`src/rtl/axil_mem_tester_if.sv`:
```
// AXI-Lite bus bundle shared by the memory tester (master) and the slave bridge it drives.
// Both sides carry the five AXI-Lite channels; protection and strobes are carried but fixed by the master.
interface taxi_axil_if #(
    parameter int ADDR_W = 32,
    parameter int DATA_W = 32,
    parameter int STRB_W = DATA_W / 8
);
    logic [ADDR_W-1:0] awaddr;
    logic [2:0]        awprot;
    logic              awvalid;
    logic              awready;
    logic [DATA_W-1:0] wdata;
    logic [STRB_W-1:0] wstrb;
    logic              wvalid;
    logic              wready;
    logic [1:0]        bresp;
    logic              bvalid;
    logic              bready;
    logic [ADDR_W-1:0] araddr;
    logic [2:0]        arprot;
    logic              arvalid;
    logic              arready;
    logic [DATA_W-1:0] rdata;
    logic [1:0]        rresp;
    logic              rvalid;
    logic              rready;

    modport mst (
        output awaddr, awprot, awvalid, input awready,
        output wdata, wstrb, wvalid, input wready,
        input bresp, bvalid, output bready,
        output araddr, arprot, arvalid, input arready,
        input rdata, rresp, rvalid, output rready
    );

    modport slv (
        input awaddr, awprot, awvalid, output awready,
        input wdata, wstrb, wvalid, output wready,
        output bresp, bvalid, input bready,
        input araddr, arprot, arvalid, output arready,
        output rdata, rresp, rvalid, input rready
    );
endinterface

```
`src/rtl/axil_mem_tester.sv`:
```
// AXI-Lite memory tester: writes an address or LFSR pattern over a word range, reads it back,
// and reports pass/fail, a saturating error count and the byte address of the first error.
module axil_mem_tester #(
    parameter int                    ADDR_WIDTH = 32,
    parameter int                    DATA_WIDTH = 32,
    parameter logic [ADDR_WIDTH-1:0] BASE_ADDR  = '0,
    parameter int                    NUM_WORDS  = 1024,
    parameter logic [31:0]           SEED       = 32'h0000_0001
) (
    input  logic                  clk,
    input  logic                  rst_n,
    taxi_axil_if.mst              axi_if,
    input  logic                  start,
    input  logic                  mode,
    output logic                  busy,
    output logic                  done,
    output logic                  pass,
    output logic [15:0]           err_count,
    output logic [ADDR_WIDTH-1:0] first_err_addr
);

    localparam int                IDX_W    = (NUM_WORDS > 1) ? $clog2(NUM_WORDS) : 1;
    localparam logic [IDX_W-1:0]  LAST_IDX = IDX_W'(NUM_WORDS - 1);
    localparam logic [31:0]       SEED_EFF = (SEED == 32'h0) ? 32'h1 : SEED;

    if (DATA_WIDTH != 32) begin : g_chk_data_width
        $error("axil_mem_tester supports DATA_WIDTH = 32 only");
    end
    if (NUM_WORDS < 1 || NUM_WORDS > (1 << 20)) begin : g_chk_num_words
        $error("axil_mem_tester NUM_WORDS must be in 1..2^20");
    end
    if (BASE_ADDR[1:0] != 2'b00) begin : g_chk_base_align
        $error("axil_mem_tester BASE_ADDR must be 4-byte aligned");
    end

    typedef enum logic [2:0] {
        S_IDLE,
        S_WR_REQ,
        S_WR_RESP,
        S_RD_REQ,
        S_RD_DATA,
        S_DONE
    } state_t;

    state_t                 state;
    logic [IDX_W-1:0]       idx;
    logic [ADDR_WIDTH-1:0]  cur_addr;
    logic [31:0]            lfsr;
    logic                   mode_q;
    logic                   awvalid_q;
    logic                   wvalid_q;
    logic                   bready_q;
    logic                   arvalid_q;
    logic                   rready_q;

    logic [31:0]            pattern;
    logic [31:0]            lfsr_next;
    logic                   last_word;
    logic                   aw_done;
    logic                   w_done;
    logic                   wr_err;
    logic                   rd_err;
    logic [15:0]            err_inc;

    // Address and pattern come straight from flops that only move between transactions,
    // which keeps them stable for as long as the matching valid is held.
    assign pattern   = mode_q ? lfsr : 32'(cur_addr);
    assign lfsr_next = {lfsr[30:0], lfsr[31] ^ lfsr[21] ^ lfsr[1] ^ lfsr[0]};
    assign last_word = (idx == LAST_IDX);
    assign aw_done   = !awvalid_q || axi_if.awready;
    assign w_done    = !wvalid_q || axi_if.wready;
    assign wr_err    = (axi_if.bresp != 2'b00);
    assign rd_err    = (32'(axi_if.rdata) != pattern) || (axi_if.rresp != 2'b00);
    assign err_inc   = (err_count == 16'hFFFF) ? err_count : err_count + 16'd1;

    assign axi_if.awaddr  = cur_addr;
    assign axi_if.awprot  = 3'b000;
    assign axi_if.awvalid = awvalid_q;
    assign axi_if.wdata   = pattern;
    assign axi_if.wstrb   = '1;
    assign axi_if.wvalid  = wvalid_q;
    assign axi_if.bready  = bready_q;
    assign axi_if.araddr  = cur_addr;
    assign axi_if.arprot  = 3'b000;
    assign axi_if.arvalid = arvalid_q;
    assign axi_if.rready  = rready_q;

    // NOTE: the bus valids/readies are ordinary flops on the async reset, so pulling rst_n low
    // drops them at once without waiting for a clock edge.
    always_ff @(posedge clk or negedge rst_n) begin
        if (!rst_n) begin
            state          <= S_IDLE;
            idx            <= '0;
            cur_addr       <= BASE_ADDR;
            lfsr           <= SEED_EFF;
            mode_q         <= 1'b0;
            awvalid_q      <= 1'b0;
            wvalid_q       <= 1'b0;
            bready_q       <= 1'b0;
            arvalid_q      <= 1'b0;
            rready_q       <= 1'b0;
            busy           <= 1'b0;
            done           <= 1'b0;
            pass           <= 1'b0;
            err_count      <= '0;
            first_err_addr <= '0;
        end else begin
            // NOTE: every flop here uses <= so each branch reads pre-edge values of the whole FSM.
            case (state)
                S_IDLE, S_DONE: begin
                    if (start) begin
                        state          <= S_WR_REQ;
                        idx            <= '0;
                        cur_addr       <= BASE_ADDR;
                        lfsr           <= SEED_EFF;
                        mode_q         <= mode;
                        awvalid_q      <= 1'b1;
                        wvalid_q       <= 1'b1;
                        busy           <= 1'b1;
                        done           <= 1'b0;
                        pass           <= 1'b0;
                        err_count      <= '0;
                        first_err_addr <= '0;
                    end
                end

                S_WR_REQ: begin
                    if (awvalid_q && axi_if.awready) awvalid_q <= 1'b0;
                    if (wvalid_q && axi_if.wready) wvalid_q <= 1'b0;
                    if (aw_done && w_done) begin
                        state    <= S_WR_RESP;
                        bready_q <= 1'b1;
                    end
                end

                S_WR_RESP: begin
                    if (axi_if.bvalid) begin
                        bready_q <= 1'b0;
                        if (wr_err) begin
                            err_count <= err_inc;
                            if (err_count == 16'd0) first_err_addr <= cur_addr;
                        end
                        if (last_word) begin
                            state     <= S_RD_REQ;
                            idx       <= '0;
                            cur_addr  <= BASE_ADDR;
                            lfsr      <= SEED_EFF;
                            arvalid_q <= 1'b1;
                        end else begin
                            state     <= S_WR_REQ;
                            idx       <= idx + IDX_W'(1);
                            cur_addr  <= cur_addr + ADDR_WIDTH'(4);
                            lfsr      <= lfsr_next;
                            awvalid_q <= 1'b1;
                            wvalid_q  <= 1'b1;
                        end
                    end
                end

                S_RD_REQ: begin
                    if (axi_if.arready) begin
                        state     <= S_RD_DATA;
                        arvalid_q <= 1'b0;
                        rready_q  <= 1'b1;
                    end
                end

                S_RD_DATA: begin
                    if (axi_if.rvalid) begin
                        rready_q <= 1'b0;
                        if (rd_err) begin
                            err_count <= err_inc;
                            if (err_count == 16'd0) first_err_addr <= cur_addr;
                        end
                        if (last_word) begin
                            state <= S_DONE;
                            busy  <= 1'b0;
                            done  <= 1'b1;
                            pass  <= (err_count == 16'd0) && !rd_err;
                        end else begin
                            state     <= S_RD_REQ;
                            idx       <= idx + IDX_W'(1);
                            cur_addr  <= cur_addr + ADDR_WIDTH'(4);
                            lfsr      <= lfsr_next;
                            arvalid_q <= 1'b1;
                        end
                    end
                end

                default: begin
                    state     <= S_IDLE;
                    awvalid_q <= 1'b0;
                    wvalid_q  <= 1'b0;
                    bready_q  <= 1'b0;
                    arvalid_q <= 1'b0;
                    rready_q  <= 1'b0;
                    busy      <= 1'b0;
                end
            endcase
        end
    end

endmodule

```
`src/flat_wrapper.sv`:
```
// flat-port wrapper written by rule: the top's interface ports become plain ports
module axil_mem_tester_flat 
#(
    parameter int                    ADDR_WIDTH = 32,
    parameter int                    DATA_WIDTH = 32,
    parameter logic [ADDR_WIDTH-1:0] BASE_ADDR  = '0,
    parameter int                    NUM_WORDS  = 1024,
    parameter logic [31:0]           SEED       = 32'h0000_0001
)
  (clk, rst_n, start, mode, busy, done, pass, err_count, first_err_addr, axi_if_awaddr, axi_if_awprot, axi_if_awvalid, axi_if_awready, axi_if_wdata, axi_if_wstrb, axi_if_wvalid, axi_if_wready, axi_if_bresp, axi_if_bvalid, axi_if_bready, axi_if_araddr, axi_if_arprot, axi_if_arvalid, axi_if_arready, axi_if_rdata, axi_if_rresp, axi_if_rvalid, axi_if_rready);
  taxi_axil_if #(.ADDR_W((32)), .DATA_W((32))) axi_if_i ();
  input  logic clk;
  input  logic rst_n;
  input  logic start;
  input  logic mode;
  output logic busy;
  output logic done;
  output logic pass;
  output logic [15:0] err_count;
  output logic [ADDR_WIDTH-1:0] first_err_addr;
  output wire logic [$bits(axi_if_i.awaddr)-1:0] axi_if_awaddr;
  output wire logic [$bits(axi_if_i.awprot)-1:0] axi_if_awprot;
  output wire logic [$bits(axi_if_i.awvalid)-1:0] axi_if_awvalid;
  input wire logic [$bits(axi_if_i.awready)-1:0] axi_if_awready;
  output wire logic [$bits(axi_if_i.wdata)-1:0] axi_if_wdata;
  output wire logic [$bits(axi_if_i.wstrb)-1:0] axi_if_wstrb;
  output wire logic [$bits(axi_if_i.wvalid)-1:0] axi_if_wvalid;
  input wire logic [$bits(axi_if_i.wready)-1:0] axi_if_wready;
  input wire logic [$bits(axi_if_i.bresp)-1:0] axi_if_bresp;
  input wire logic [$bits(axi_if_i.bvalid)-1:0] axi_if_bvalid;
  output wire logic [$bits(axi_if_i.bready)-1:0] axi_if_bready;
  output wire logic [$bits(axi_if_i.araddr)-1:0] axi_if_araddr;
  output wire logic [$bits(axi_if_i.arprot)-1:0] axi_if_arprot;
  output wire logic [$bits(axi_if_i.arvalid)-1:0] axi_if_arvalid;
  input wire logic [$bits(axi_if_i.arready)-1:0] axi_if_arready;
  input wire logic [$bits(axi_if_i.rdata)-1:0] axi_if_rdata;
  input wire logic [$bits(axi_if_i.rresp)-1:0] axi_if_rresp;
  input wire logic [$bits(axi_if_i.rvalid)-1:0] axi_if_rvalid;
  output wire logic [$bits(axi_if_i.rready)-1:0] axi_if_rready;
  assign axi_if_awaddr = axi_if_i.awaddr;
  assign axi_if_awprot = axi_if_i.awprot;
  assign axi_if_awvalid = axi_if_i.awvalid;
  assign axi_if_i.awready = axi_if_awready;
  assign axi_if_wdata = axi_if_i.wdata;
  assign axi_if_wstrb = axi_if_i.wstrb;
  assign axi_if_wvalid = axi_if_i.wvalid;
  assign axi_if_i.wready = axi_if_wready;
  assign axi_if_i.bresp = axi_if_bresp;
  assign axi_if_i.bvalid = axi_if_bvalid;
  assign axi_if_bready = axi_if_i.bready;
  assign axi_if_araddr = axi_if_i.araddr;
  assign axi_if_arprot = axi_if_i.arprot;
  assign axi_if_arvalid = axi_if_i.arvalid;
  assign axi_if_i.arready = axi_if_arready;
  assign axi_if_i.rdata = axi_if_rdata;
  assign axi_if_i.rresp = axi_if_rresp;
  assign axi_if_i.rvalid = axi_if_rvalid;
  assign axi_if_rready = axi_if_i.rready;
  axil_mem_tester #(.ADDR_WIDTH(ADDR_WIDTH), .DATA_WIDTH(DATA_WIDTH), .BASE_ADDR(BASE_ADDR), .NUM_WORDS(NUM_WORDS), .SEED(SEED)) u_core (.clk(clk), .rst_n(rst_n), .axi_if(axi_if_i), .start(start), .mode(mode), .busy(busy), .done(done), .pass(pass), .err_count(err_count), .first_err_addr(first_err_addr));
endmodule
```
`config.mk`:
```
export PLATFORM = sky130hd
export DESIGN_NAME = axil_mem_tester_flat
export DESIGN_NICKNAME = d
export VERILOG_FILES = /design/src/rtl/axil_mem_tester_if.sv /design/src/rtl/axil_mem_tester.sv /design/src/flat_wrapper.sv
export SDC_FILE = /design/constraint.sdc
export NUM_CORES = 1
export LEC_CHECK = 0
export ABC_CLOCK_PERIOD_IN_PS = 3050
export BUFFER_PORTS_ARGS = -buffer_cell sky130_fd_sc_hd__buf_4
export CAP_MARGIN = 20
export CORE_UTILIZATION = 53
export DETAILED_ROUTE_END_ITERATION = 8
export HOLD_SLACK_MARGIN = 0.02
export PLACE_DENSITY = 0.81
export SETUP_SLACK_MARGIN = 0.15
export SYNTH_ARGS = -nofsm -noshare
export SYNTH_HDL_FRONTEND = slang
export SYNTH_SLANG_ARGS = --single-unit
```
`constraint.sdc`:
```
create_clock -name clk -period 3.05 [get_ports clk]
set_input_delay 0.61 -clock clk [delete_from_list [all_inputs] [get_ports clk]]
set_output_delay 0.61 -clock clk [all_outputs]
set_load 0.05 [all_outputs]
```
; After elaboration in Yosys (flattened, before gate mapping)
; Index checks and enable logic that the tools add are counted.
[op_classes]
add_sub_neg = 3
mul = 0
n_div = 0
order_cmp = 0
n_eq_ne = 21
n_shift = 0
muxes = 67
bitwise_logic = 8
reduce_logical = 33
[op_table]
columns = op, count
row1 = $mux 32, 16
row2 = $pmux 32 s3, 3
row3 = $mux 16, 6
row4 = $mux 10, 5
row5 = $pmux 16 s3, 1
row6 = $add 32x3->32 const B, 1
row7 = $ne 32x32->1, 1
row8 = $pmux 10 s3, 1
row9 = $reduce_and 5->1, 4
row10 = $mux 1, 19
row11 = $mux 3, 6
row12 = $add 16x1->16 const B, 1
row13 = $eq 16x16->1 const B, 1
row14 = $logic_not 16->1, 1
row15 = $pmux 3 s5, 1
row16 = $ne 2x1->1 const B, 7
row17 = $ne 2x2->1 const B, 6
row18 = $pmux 1 s4, 3
row19 = $reduce_and 6->1, 2
row20 = $add 10x1->10 const B, 1
row21 = $eq 10x10->1 const B, 1
row22 = $pmux 1 s3, 3
row23 = $reduce_and 4->1, 2
row24 = $reduce_or 4->1, 2
row25 = 17 further kinds, 38
[totals]
register_bits = 134
latchBits = 0
ram_bits = 0
romBits = 0
output_inout_bits = 162
elab_cells = 147
n_memories = 0

; Longest topological paths before layout
[logic_depth]
word_depth = 8
mapped_depth = 11
ltp_nobuf = 8

; Least setup slack after synthesis
; Ideal clock, no wire load.
[synth_path]
path_type = reg-to-reg
start = register u_core.cur_addr[8] (netlist: u_core.axi_if.araddr[8])
end = register u_core.first_err_addr[12]
setup_time_ps = 125
arrival_ps = 2655
required_time_ps = 2925
slack_ps = 269
path_stages_with_launch = 11
synth_period_minus_slack_ps = 2781
path_cell_list = dfrtp_1 -> clkbuf_2 -> mux2_4 -> xor2_1 -> nor4_1 -> nand4_1 -> nor4_2 -> buf_4 -> nor3_2 -> buf_6 -> mux2_4
[synth_via]
elab_chain_len = 5
[synth_rtl]
columns = item, line
row1 = from (decl), axil_mem_tester.sv:47  ; logic [ADDR_WIDTH-1:0] cur_addr;
row2 = from (signal assigned), axil_mem_tester.sv:152  ; cur_addr <= cur_addr + ADDR_WIDTH'(4);
row3 = from (signal assigned), axil_mem_tester.sv:183  ; cur_addr <= cur_addr + ADDR_WIDTH'(4);
row4 = $mux 32, axil_mem_tester.sv:67  ; assign pattern = mode_q ? lfsr : 32'(cur_addr);
row5 = via axi_if_wdata[8], flat_wrapper.sv:25  ; output wire logic [$bits(axi_if_i.wdata)-1:0] axi_if_wdata;
row6 = $ne 32x32->1, axil_mem_tester.sv:73  ; assign rd_err = (32'(axi_if.rdata) != pattern) || (axi_if.rresp != 2'b00);
row7 = $logic_or 1x1->1, axil_mem_tester.sv:73
row8 = $ne 2x1->1 (no line), -
row9 = $reduce_and 6->1 (no line), -
row10 = to (signal assigned), axil_mem_tester.sv:141  ; if (err_count == 16'd0) first_err_addr <= cur_addr;
row11 = to (signal assigned), axil_mem_tester.sv:173  ; if (err_count == 16'd0) first_err_addr <= cur_addr;
row12 = to (decl), axil_mem_tester.sv:19  ; output logic [ADDR_WIDTH-1:0] first_err_addr
; The timed path passes the listed nets, and every way through them passes these cells.
; A chain may end at the register's enable or synchronous reset.

; Worst setup path after layout
[layout_path]
start = register u_core.mode_q
end = register u_core.first_err_addr[23]
[layout_via]
elab_chain_len = 5
[layout_rtl]
columns = item, line
row1 = from (decl), axil_mem_tester.sv:49  ; logic mode_q;
row2 = from (signal assigned), axil_mem_tester.sv:116  ; mode_q <= mode;
row3 = $mux 32, axil_mem_tester.sv:67
row4 = $ne 32x32->1, axil_mem_tester.sv:73
row5 = $logic_or 1x1->1, axil_mem_tester.sv:73
row6 = $ne 2x1->1 (no line), -
row7 = $reduce_and 6->1 (no line), -
; Every way passes these cells.

==> run summary <==
Num CTS Buffers - 17
CP delay by family, top - simple AND/OR/NAND/NOR gates
initial antenna violation count - 1
status - completed
EDFF count, synth - 0
pre-CTS setup slack - -67.43 ps
FP Rows - 43
main combinational cell family by area after synthesis - simple AND/OR/NAND/NOR gates
area delta synth->final - 32.48%
Vias/cell - 5.819
Max Slew Vio Count - 0
GPL Wtd Cong - 0.9016
placed cell count - 1168
IO Count - 207
full die area - 0.01457 mm2
placed cell area - 0.009032 mm2
Layout Skew - 11.90 ps
Synth Register Bits - 130
clk buf depth - 2
total clock sinks - 130
vias in the first global route - 6272
Final Non-Filler Cells - 1213
htree depth - 4
synthesized-area fraction occupied by adder cells - 0.6700%
fmax - 339.5 MHz
Final Hold Viols - 0
Core Area - 0.01383 mm2
Routed Antenna Nets - 0
max cap viols - 0
global-route wire length before repair - 33860 um
relative slew slack - 25.12%
FF+latch area - 0.003256 mm2
worst min path class - primary input to async pin
Tcrit/Tclk final - 96.58%
Initial Utilization - 54.02%
via count - 7059
slew at the pin with the worst max-slew slack - 1123 ps
final worst slack - 104.2 ps
post-synthesis sequential area ratio - 43.57%
drt drc - 0
Critical Path, Cell by Cell - clkbuf_16 -> mux2_4 -> xor2_2 -> nor4_2 -> nand4_1 -> nor4_4 -> buf_12 -> nor3_4 -> clkbuf_16 -> mux2_4
leakage power - 4.891 nW
hpwl dp - 15060 um
Synth Area in XOR/XNOR - 6.449%
Simple-Gate Fraction of Synth Area - 20.64%
Remaining Overflow, GRT - 0
Worst Setup End Kind - flip-flop
count of cell types in the netlist - 55
FFs w/ async S/R, synth - 100.0%
mapped cell area - 0.007470 mm2
port buffer count - 190
CTS root buf - clkbuf_16
Tmin final - 2946 ps
Setup crit start kind - flip-flop
Synth Warn # - 0
TritonCTS clock tree - yes
clk_lat worst skew - 430 ps
Core Util, Final - 71.57%
Syn Inst Count - 828
overall routing resource usage - 30.19%
CP max FO - 6
DIE WIDTH - 120.7 um
WS Path Type - flip-flop to flip-flop
layout cells sized above 1 - 32.17%
routed wire length - 22800 um
area occupied by multi-input gates - 0.003652 mm2
Crit-path slowest cell - dfrtp_2
RSZ-0062 raised after global routing - yes
Power Density - 737.6 mW/mm2
pin count of the biggest net entering global routing - 55
most frequent cells in the layout - buf_4, nand2_1, dfrtp_1
wire per inst - 18.79 um
FILL cells - 1015
Required @ worst endpoint - 3360 ps
Layout Nets - 1068
Pre-antenna DRT Iters - 6
Worst EP arrival - 3250 ps
WHS - 249.3 ps
commonest non-fill, non-tap cell in the layout - buf_4
ys flop type - dfrtp_1
CP Buf/Inv Count - 3
hold_buf cts - 0
clock transition at the registers of the reported paths - 60 ps
Synth Area per Inst - 9.021 um2
DRC marker count from the first detailed-route iteration - 710
Finished Cell Area - 0.009896 mm2
slowest stage delay, CP - 480 ps
VDD IR max - 0.5116 mV
Setup-failing EPs final - 0
mux contribution to synthesized area - 9.665%
DIE HEIGHT - 120.7 um
post-synthesis compound-gate area fraction - 9.464%
-- per-stage QoR --
step	TNS (ps)	total power, mW
floorplan	0	3.961
global placement	-34.28	4.707
detailed placement	-133.5	4.742
CTS	0	6.925
global route	0	7.570
finish	0	7.299
-- flip-flops by register name, summed over array words and instances, names as in the netlist --
signal / flops
u_core.axi_if.bready: 1
u_core.lfsr: 32
u_core.idx: 10
u_core.first_err_addr: 30
u_core.axi_if.arvalid: 1
u_core.done: 1
u_core.busy: 1
u_core.mode_q: 1
u_core.axi_if.rready: 1
u_core.axi_if.araddr: 30
u_core.err_count: 16
u_core.pass: 1
u_core.state: 3
u_core.axi_if.awvalid: 1
u_core.axi_if.wvalid: 1
-- cell families (layout without fill, tap and decap cells) --
kind of cell | Yosys count | in the layout
DFF | 130 | 130
muxes | 63 | 63
xor gates and xnor gates | 55 | 55
other | 2 | 17
and+or+nand+nor | 328 | 328
buffers and inverters | 132 | 320
adders and majority gates | 4 | 4
AOI/OAI and AO/OA | 114 | 116
-- cells in the mapped netlist, drive strengths merged, types with 10 or more instances --
cell / number / area (um2)
nand2: 135 / 506.7
dfrtp: 129 / 3228
buf: 61 / 437.9
nor2: 55 / 206.5
nand3: 48 / 240.2
inv: 46 / 172.7
xor2: 43 / 376.6
o21ai: 41 / 205.2
mux2: 37 / 461.7
mux2i: 26 / 260.3
a21oi: 25 / 125.1
clkbuf: 25 / 95.09
nand4: 20 / 125.1
nor4: 19 / 131.4
xnor2: 12 / 105.1
nor3: 10 / 55.05
-- cell type report --
cell class | count | area share (%)
repair buffers | 242 | 20.04
well taps | 180 | 2.276
flip-flops and latches | 130 | 32.90
diodes | 1 | 0.02529
inverters | 46 | 1.745
clock inverters | 13 | 1.631
multi-input cells | 582 | 36.91
clock buffers | 19 | 4.476
-- power by group --
part	switching [mW]	total (mW)	internal [mW]	leakage (nW)
registers	0.133	1.97	1.84	1.79
clock network	0.792	2.09	1.30	0.273
logic	2.05	3.23	1.18	2.83
total	2.97	7.30	4.32	4.89
-- routing by layer --
| metal | track usage, % | wire length, um | share of wire (%) | vias to the layer above |
|---|---|---|---|---|
| met4 | 9.568 | 460 | 2.0 | 0 |
| li1 | - | - | - | 3182 |
| met2 | 46.98 | 10880 | 48 | 392 |
| met1 | 42.54 | 9457 | 41 | 3432 |
| met3 | 5.755 | 1999 | 8.8 | 53 |
| met5 | 0 | 0 | 0 | - |
-- timing repair --
action	in CTS	in global routing
resized for setup	1	10
pin swaps	2	4
setup endpoints to repair	7	46
cloned	1	7
buffers inserted	1	3
-- path summary, 6_finish.rpt --
check | start | to | slack [ps] | cells past startpoint
max | u_core.mode_q | u_core.first_err_addr[23] | 100 | 10
min | rst_n | u_core.first_err_addr[9] | 250 | 1
max reg2reg | u_core.mode_q | u_core.first_err_addr[23] | 100 | 10
min reg2reg | u_core.pass | u_core.pass | 490 | 2
max in group asynchronous | rst_n | u_core.lfsr[0] | 2010 | 2
min in group clk | mode | u_core.mode_q | 410 | 2
Note: power is estimated with default switching activity, not from simulation.
